## src/rtl/uart_cmd_parser.sv

```systemverilog
// rtl/uart_cmd_parser.sv - framed command parser fed from a UART RX FIFO
// Frame: 0xA5, OPCODE, LEN, LEN payload bytes, CHK (XOR of OPCODE, LEN, payload).
// Ports:
//   clk210_p, reset_n_p              : clock, asynchronous active-low reset
//   fifo_rx_dout_p/_empty_p/_rd_en_p : RX FIFO read side, data valid the cycle after rd_en
//   cmd_valid_p, cmd_ack_p           : decoded command handshake
//   cmd_opcode_p/_len_p/_payload_p   : decoded command fields (payload byte i at [8i+7:8i])
//   frame_err_p, err_count_p         : one-cycle error pulse, saturating error count
// Option: define UART_CMD_TIMEOUT_EN to abandon a partial frame after TIMEOUT_CYCLES
// idle cycles; without it a partial frame waits for more bytes forever.
module uart_cmd_parser #(
  parameter int MAX_LEN        = 16,
  parameter int TIMEOUT_CYCLES = 2100000
) (
  input  logic                 clk210_p,
  input  logic                 reset_n_p,
  input  logic [7:0]           fifo_rx_dout_p,
  input  logic                 fifo_rx_empty_p,
  output logic                 fifo_rx_rd_en_p,
  output logic                 cmd_valid_p,
  input  logic                 cmd_ack_p,
  output logic [7:0]           cmd_opcode_p,
  output logic [4:0]           cmd_len_p,
  output logic [8*MAX_LEN-1:0] cmd_payload_p,
  output logic                 frame_err_p,
  output logic [7:0]           err_count_p
);

  localparam logic [7:0] SYNC_BYTE = 8'hA5;
  localparam logic [7:0] MAX_LEN_B = 8'(MAX_LEN);

  typedef enum logic [2:0] {
    S_IDLE, S_SYNC, S_OPCODE, S_LEN, S_PAYLOAD, S_CHK, S_DONE
  } state_e;

  state_e               state_q, state_d;
  logic                 rd_en_q, rd_en_d;
  logic                 byte_vld_q;      // read data is on fifo_rx_dout_p this cycle
  logic [7:0]           opcode_q, opcode_d;
  logic [4:0]           len_q, len_d;
  logic [4:0]           idx_q, idx_d;
  logic [7:0]           chk_q, chk_d;
  logic [8*MAX_LEN-1:0] payload_q, payload_d;
  logic                 frame_err_q, frame_err_d;
  logic [7:0]           err_cnt_q;
  logic                 len_bad;
  logic                 tmo_hit;

  assign len_bad = fifo_rx_dout_p > MAX_LEN_B;

`ifdef UART_CMD_TIMEOUT_EN
  localparam int TMO_W = $clog2(TIMEOUT_CYCLES + 1);
  localparam logic [TMO_W-1:0] TMO_LAST = TMO_W'(TIMEOUT_CYCLES - 1);

  logic [TMO_W-1:0] tmo_q, tmo_d;
  logic             tmo_active;

  assign tmo_active = (state_q == S_OPCODE) || (state_q == S_LEN) ||
                      (state_q == S_PAYLOAD) || (state_q == S_CHK);
  assign tmo_d      = (byte_vld_q || !tmo_active) ? '0 : tmo_q + 1'b1;
  // Fires on the cycle the count would reach TIMEOUT_CYCLES, so the error
  // pulse starts exactly TIMEOUT_CYCLES edges after the last capture.
  assign tmo_hit    = tmo_active && !byte_vld_q && (tmo_q == TMO_LAST);

  always_ff @(posedge clk210_p or negedge reset_n_p) begin
    if (!reset_n_p) tmo_q <= '0;
    else            tmo_q <= tmo_d;
  end
`else
  logic tmo_unused;
  assign tmo_unused = (TIMEOUT_CYCLES != 0);
  assign tmo_hit    = 1'b0;
`endif

  // State register
  always_ff @(posedge clk210_p or negedge reset_n_p) begin
    if (!reset_n_p) state_q <= S_SYNC;
    else            state_q <= state_d;
  end

  // Next state, error detection and read scheduling
  always_comb begin
    state_d     = state_q;
    frame_err_d = 1'b0;
    case (state_q)
      S_IDLE:    state_d = S_SYNC;
      S_SYNC:    if (byte_vld_q && fifo_rx_dout_p == SYNC_BYTE) state_d = S_OPCODE;
      S_OPCODE:  if (byte_vld_q) state_d = S_LEN;
      S_LEN: begin
        if (byte_vld_q) begin
          if (len_bad) begin
            frame_err_d = 1'b1;
            state_d     = S_SYNC;
          end else if (fifo_rx_dout_p == 8'd0) begin
            state_d = S_CHK;
          end else begin
            state_d = S_PAYLOAD;
          end
        end
      end
      S_PAYLOAD: if (byte_vld_q && (idx_q + 5'd1 == len_q)) state_d = S_CHK;
      S_CHK: begin
        if (byte_vld_q) begin
          if (fifo_rx_dout_p == chk_q) begin
            state_d = S_DONE;
          end else begin
            frame_err_d = 1'b1;
            state_d     = S_SYNC;
          end
        end
      end
      S_DONE:    if (cmd_ack_p) state_d = S_SYNC;
      default:   state_d = S_SYNC;
    endcase
    if (tmo_hit) begin
      frame_err_d = 1'b1;
      state_d     = S_SYNC;
    end
    // Looking at state_d keeps a read from landing in the first DONE cycle
    // when the CHK byte is being captured right now.
    rd_en_d = !fifo_rx_empty_p && (state_d != S_DONE) && !rd_en_q;
  end

  // Outputs
  always_comb begin
    cmd_valid_p     = (state_q == S_DONE);
    fifo_rx_rd_en_p = rd_en_q;
    cmd_opcode_p    = opcode_q;
    cmd_len_p       = len_q;
    cmd_payload_p   = payload_q;
    frame_err_p     = frame_err_q;
    err_count_p     = err_cnt_q;
  end

  // Field capture
  always_comb begin
    opcode_d  = opcode_q;
    len_d     = len_q;
    idx_d     = idx_q;
    chk_d     = chk_q;
    payload_d = payload_q;
    if (byte_vld_q) begin
      case (state_q)
        S_OPCODE: begin
          opcode_d = fifo_rx_dout_p;
          chk_d    = fifo_rx_dout_p;
        end
        S_LEN: begin
          if (!len_bad) begin
            len_d = fifo_rx_dout_p[4:0];
            chk_d = chk_q ^ fifo_rx_dout_p;
            idx_d = 5'd0;
          end
        end
        S_PAYLOAD: begin
          for (int i = 0; i < MAX_LEN; i++) begin
            if (idx_q == 5'(i)) payload_d[8*i +: 8] = fifo_rx_dout_p;
          end
          chk_d = chk_q ^ fifo_rx_dout_p;
          idx_d = idx_q + 5'd1;
        end
        default: ;
      endcase
    end
    // An aborted frame must not leave stale bytes behind for a shorter frame.
    if ((state_q == S_DONE && cmd_ack_p) || frame_err_d) payload_d = '0;
  end

  always_ff @(posedge clk210_p or negedge reset_n_p) begin
    if (!reset_n_p) begin
      rd_en_q     <= 1'b0;
      byte_vld_q  <= 1'b0;
      opcode_q    <= '0;
      len_q       <= '0;
      idx_q       <= '0;
      chk_q       <= '0;
      payload_q   <= '0;
      frame_err_q <= 1'b0;
      err_cnt_q   <= '0;
    end else begin
      rd_en_q     <= rd_en_d;
      byte_vld_q  <= rd_en_q;
      opcode_q    <= opcode_d;
      len_q       <= len_d;
      idx_q       <= idx_d;
      chk_q       <= chk_d;
      payload_q   <= payload_d;
      frame_err_q <= frame_err_d;
      if (frame_err_d && err_cnt_q != 8'hFF) err_cnt_q <= err_cnt_q + 8'd1;
    end
  end

endmodule

```

## config.mk

```make
export PLATFORM = sky130hd
export DESIGN_NAME = uart_cmd_parser
export DESIGN_NICKNAME = d
export VERILOG_FILES = /design/src/rtl/uart_cmd_parser.sv
export SDC_FILE = /design/constraint.sdc
export NUM_CORES = 1
export LEC_CHECK = 0
export CAP_MARGIN = 20
export CORE_ASPECT_RATIO = 2
export CORE_MARGIN = 2
export CORE_UTILIZATION = 45
export DETAILED_ROUTE_END_ITERATION = 12
export GPL_ROUTABILITY_DRIVEN = 0
export PLACE_DENSITY = 0.77
export SKIP_CTS_REPAIR_TIMING = 1
export SLEW_MARGIN = 15
export SYNTH_ARGS = -nofsm -noshare
export SYNTH_HDL_FRONTEND = slang
export SYNTH_SLANG_ARGS = --single-unit
```

## constraint.sdc

```tcl
create_clock -name clk210_p -period 5 [get_ports clk210_p]
set_clock_uncertainty 0.2 [all_clocks]
set_input_delay 0.75 -clock clk210_p [delete_from_list [all_inputs] [get_ports clk210_p]]
set_output_delay 0.75 -clock clk210_p [all_outputs]
set_load 0.005 [all_outputs]
```

# Word level (Yosys, flattened, before mapping)

Index checks and enable logic that the tools add are counted.

Logic and storage cells: 146
Output and inout port bits: 152
Flip-flop bits (word level): 168

Bitwise gates (word level): 2
Reductions and logical operators: 51
Order comparisons: 1
Equal/unequal tests: 27
Add/subtract/negate cells: 2
Muxes and demuxes: 38

Operator list:

| cell                                                                 | count |
|---|---|
| 128-bit 2-to-1 mux                                                   | 3 |
| 8-bit 2-to-1 mux                                                     | 17 |
| 3-bit AND reduction                                                  | 19 |
| 5-bit by 4-bit == test with 1-bit output, second input constant      | 8 |
| 2-bit nonzero test                                                   | 19 |
| 3-bit 2-to-1 mux                                                     | 8 |
| 8-bit case mux with 3 select lines                                   | 1 |
| 5-bit by 3-bit == test with 1-bit output, second input constant      | 4 |
| 3-bit case mux with 6 select lines                                   | 1 |
| 5-bit by 2-bit == test with 1-bit output, second input constant      | 2 |
| 5-bit case mux with 2 select lines                                   | 1 |
| 3-bit == test, second input constant                                 | 3 |
| 8-bit by 1-bit adder with 8-bit output, second input constant        | 1 |
| 8-bit == test                                                        | 1 |
| 8-bit == test, second input constant                                 | 1 |
| 8-bit by 5-bit > comparator with 1-bit output, second input constant | 1 |
| 8-bit logical NOT                                                    | 1 |
| 8-bit != test, second input constant                                 | 1 |
| 8-bit XOR                                                            | 1 |
| 3-bit by 2-bit == test with 1-bit output, second input constant      | 2 |
| 1-bit logical AND                                                    | 6 |
| 5-bit by 1-bit adder with 5-bit output, second input constant        | 1 |
| 5-bit by 1-bit == test with 1-bit output, second input constant      | 1 |
| 5-bit == test                                                        | 1 |
| 12 further kinds                                                     | 17 |

# Longest topological paths before layout

Depth in word-level cells: 8
Depth in mapped cells: 8
Mapped depth without buffers: 7

# Worst setup path before layout

Ideal clock, no wire load.

Kind: in2reg
From: input fifo_rx_dout_p[2]
To: register len_q[0], in the netlist cmd_len_p[0]
Cell stages on the path: 5
Slack: 2.630 ns
Required time: 4.675 ns
Arrival: 2.046 ns
Path through: buf_2 -> o41ai_4 -> nand3_1 -> nor2_2 -> mux2_2

Longest elaborated chain between the ends: 3

Ends and longest elaborated chain:

| what                                          | RTL line | text |
|---|---|---|
| start, declared                               | 17       | `input logic [7:0] fifo_rx_dout_p,` |
| 8-bit by 5-bit > comparator with 1-bit output | 49       | `assign len_bad = fifo_rx_dout_p > MAX_LEN_B;` |
| 1-bit inverter (no line)                      | n/a      |  |
| 3-bit AND reduction (no line)                 | n/a      |  |
| end signal, assigned                          | 184      | `len_q <= len_d;` |
| end, declared                                 | 40       | `logic [4:0] len_q, len_d;` |

Every way passes these cells.
A chain may end at the register's enable or synchronous reset.

# Worst setup path in the final report

From: input fifo_rx_dout_p[2]
To: register payload_q[88], in the netlist cmd_payload_p[88]

Longest elaborated chain between the ends: 7
Elaborated cells on any way between the ends: 13
Those cells by class: order compare: 1; eq/ne: 1; mux: 6; reduce/logical: 5

Ends and longest elaborated chain:

| what                                                                                  | RTL line | text |
|---|---|---|
| 8-bit by 5-bit > comparator with 1-bit output / 8-bit == test (equally long branches) | 49, 104  |  |
| 1-bit 2-to-1 mux, on equally long branches                                            | 91, 104  |  |
| 1-bit 2-to-1 mux, on equally long branches                                            | 90, 103  |  |
| 1-bit case mux with 2 select lines (*)                                                | 85       | `case (state_q)` |
| 1-bit logical OR (*)                                                                  | 166      | `if ((state_q == S_DONE && cmd_ack_p) \|\| frame_err_d) payload_d = '0;` |
| 2-bit nonzero test (no line)                                                          | n/a      |  |
| 3-bit AND reduction (no line)                                                         | n/a      |  |
| end signal, assigned                                                                  | 187      | `payload_q <= payload_d;` |
| end, declared                                                                         | 43       | `logic [8*MAX_LEN-1:0] payload_q, payload_d;` |

Every way passes the cells marked *; elsewhere a longest branch is shown, timed or not.

==> qor.csv <==
stage,metric,value,unit
grt,first-pass GRT wire length,33.4,mm
critical_path,critical path data required time,5140,ps
logic_synthesis,Area contributors post-synth,"dfrtp_1 55%, mux2i_1 10%, nand2_1 6.2%",
final_layout,ant diodes,0,
grt,grt ovf,0,
timing,Final setup viols,0,
clocking,TritonCTS buffer count,17,
floorplan,die area,0.0180,mm²
floorplan,num ports,164,
floorplan,Die H,188,µm
outcome,status,"complete, no violations",
floorplan,starting density of the core,45.5,%
final_layout,nets@finish,900,
power_and_ir_drop,Max IR drop VDD,0.000246,V
logic_synthesis,post-synthesis instance total,746,
grt,pin count of the biggest net entering global routing,129,
logic_synthesis,Syn. warnings,0,
routing,Detailed Route Iter0 Violations,425,
routing,final WL,20.7,mm
power_and_ir_drop,leakage,4.59,nW
floorplan,total core area,0.0167,mm²
logic_synthesis,syn avg cell area,10.2,µm²
clocking,clock slew at reported path FFs,70,ps
logic_synthesis,Synth Area in XOR/XNOR,2.54,%
power_and_ir_drop,Clock Power Share,42.3,%
critical_path,Worst Setup End Kind,flip-flop,
power_and_ir_drop,register share of total power,48.5,%
routing,wire per inst,18.7,µm
logic_synthesis,post-synthesis async set-or-reset flop share,100,%
routing,first drt pass iteration count,5,
critical_path,crit path kind,input port to flip-flop,
clocking,"Clk Latency, worst-skew pair",420,ps
critical_path,CP Max Fanout,128,
timing,worst slew pin tran,936,ps
logic_synthesis,"Seq/Total Area, Yosys",55.4,%
logic_synthesis,net count after synthesis,764,
logic_synthesis,simple-gate share of the synthesized area,18.5,%
job,maxcap violations,0,
timing,min cycle time layout,3380,ps
clocking,CTS tree,done,
logic_synthesis,post-synth top area share,55.0,%
timing,period utilization,67.6,%
clocking,clk root buf,clkbuf_16,
timing,setup TNS,0,ps
routing,vias post-DR,6065,
power_and_ir_drop,power density of the placed cells,305,mW/mm²
critical_path,CP max stage delay,840,ps
timing,maximum clock rate,0.296,GHz
logic_synthesis,post-synthesis compound-gate area fraction,7.33,%
timing,RSZ-0062 raised after global routing,no,
logic_synthesis,#FFs+latches synth,168,
final_layout,area delta synth->final,30.9,%
clocking,clk sinks,168,
power_and_ir_drop,switching power,0.000785,W
placed_design,placed cell area,0.00935,mm²
logic_synthesis,largest family of logic cells by synthesized area,simple AND/OR/NAND/NOR gates,
logic_synthesis,synthesized-area fraction occupied by adder cells,0.989,%
timing,relative slew slack,37.3,%
grt,GR Util All Layers,24.2,%
routing,DRC violation count after routing,0,
critical_path,worst-path cell chain,clkdlybuf4s50_1 -> xnor2_1 -> nand4_1 -> nor3_2 -> o21ai_4 -> buf_12 -> a21oi_1,
grt,vias in the first global route,6095,
routing,vias per cell,5.50,
final_layout,Fillers,1449,
logic_synthesis,Post-synth EDFFs,0,
logic_synthesis,mux contribution to synthesized area,11.3,%
final_layout,final instance area,0.00994,mm²
worst_hold_path,Hold Crit Class,input port to async pin,
power_and_ir_drop,P_int,0.00225,W
timing,Pins Over Slew Limit,0,
grt,initial antenna violation count,0,
final_layout,layout cells sized above 1,8.04,%
routing,Post-DRT Antenna Nets,0,
power_and_ir_drop,Tot Pwr,0.00303,W
placed_design,DP HPWL,14.1,mm
timing,final hold vios,0,
critical_path,Critical Path Slowest Stage Cell,clkdlybuf4s50_1,
logic_synthesis,Cell variety after synth,54,
logic_synthesis,Yosys top cell by area,dfrtp_1,
floorplan,Die X,95.8,µm
critical_path,Startpoint Class,input port,
clocking,Clock Path Buffers,2,
power_and_ir_drop,Comb pwr share,9.2,%
floorplan,Std-Cell Rows,67,
clocking,CTS H-tree lvls,4,
placed_design,number of port buffers,163,
critical_path,Worst EP arrival,3520,ps
power_and_ir_drop,Switching Share,25.9,%
logic_synthesis,top_reg_cell synth,dfrtp_1,
logic_synthesis,"Cell Area, Synth",0.00759,mm²
[sequential cells by signal, summed over array words and instances, names as in the netlist]
signal / flops
cmd_opcode_p: 8
frame_err_p: 1
err_count_p: 8
chk_q: 8
fifo_rx_rd_en_p: 1
idx_q: 5
cmd_len_p: 5
byte_vld_q: 1
state_q: 3
cmd_payload_p: 128
[cells in the mapped netlist, drive strengths merged, types with 4 or more instances]
cell,number
nand2,129
buf,26
a21oi,73
nor4,6
nand3,46
mux2i,78
ha,6
dfrtp,167
clkbuf,35
mux2,7
xnor2,13
nor3,7
xor2,9
nor4b,4
inv,5
nor2,80
and2,6
nand2b,4
o21ai,7
[per-layer routing]
metal  part of all wire (%)  routed length, µm  global-route usage, %
met1                     38               7770                   28.6
met2                     53              10900                   41.3
met3                    5.3               1090                   4.70
met4                    4.2                869                   11.4
met5                      0                  0                      0
[worst max-delay path, delay by kind of cell]
| family | cells | cell delay [ps] |
|---|---|---|
| AO/OA/AOI/OAI | 2 | 360 |
| XOR/XNOR | 1 | 380 |
| buffers and inverters | 2 | 1080 |
| AND/OR/NAND/NOR | 2 | 820 |
[power by group through the flow]
stage	clock network, W	registers [W]	logic [W]
3_3_place_gp	0	0.00150	0.000275
6_report	0.00128	0.00147	0.000279
3_5_place_dp	0	0.00150	0.000282
5_1_grt	0.00136	0.00148	0.000308
4_1_cts	0.00131	0.00147	0.000283
2_1_floorplan	0	0.00148	0.0000930
[cells in the final DEF, fill, tap and decap left out, drive strengths merged, types with 9 or more instances in the layout]
cell / Yosys / layout
a21oi: 73 / 73
buf: 26 / 16
clkbuf: 35 / 18
clkdlybuf4s50: 0 / 162
dfrtp: 167 / 167
inv: 5 / 12
mux2i: 78 / 78
nand2: 129 / 129
nand3: 46 / 46
nor2: 80 / 80
xnor2: 13 / 13
xor2: 9 / 9
[worst paths after layout]
path | slack [ps] | depth (start not counted) | to | start
max in group asynchronous | 3310 | 2 | state_q[0] | reset_n_p
min reg2reg | 210 | 0 | byte_vld_q | fifo_rx_rd_en_p
min in group clk210_p | 210 | 0 | byte_vld_q | fifo_rx_rd_en_p
min | 210 | 1 | cmd_payload_p[96] | reset_n_p
max reg2reg | 1720 | 5 | cmd_payload_p[40] | byte_vld_q
max | 1620 | 7 | cmd_payload_p[88] | fifo_rx_dout_p[2]
[kinds of logic (layout without fill, tap and decap cells)]
group	count (synthesis)	after routing
flops	168	168
simple gates	304	304
buf+inv	66	215
compound gates	95	95
mux	85	85
fa+ha+maj	6	6
xor+xnor	22	22
[through the flow]
| step | hold slack (ps) | worst slack (ps) | util (%) | cells |
|---|---|---|---|---|
| after floorplan | 192 | 2630 | - | 746 |
| after CTS | 212 | 1730 | 59.6 | 1102 |
| after global placement | 194 | 1330 | 56.0 | 1069 |
| after detailed placement | 195 | 1300 | 56.1 | 1070 |
| final | 206 | 1620 | 59.6 | 1102 |
| after global routing | 223 | 1470 | 59.6 | 1102 |
[area by class of cell]
| class | count | area, µm² | share of cell area [%] |
|---|---|---|---|
| inverters | 5 | 18.8 | 0.189 |
| well taps | 207 | 259 | 2.61 |
| multi-input cells | 512 | 3110 | 31.3 |
| flip-flops and latches | 168 | 4210 | 42.3 |
| clock buffers | 18 | 439 | 4.42 |
| repair buffers | 178 | 1760 | 17.7 |
| clock inverters | 14 | 150 | 1.51 |
Note: power is estimated with default switching activity, not from simulation.
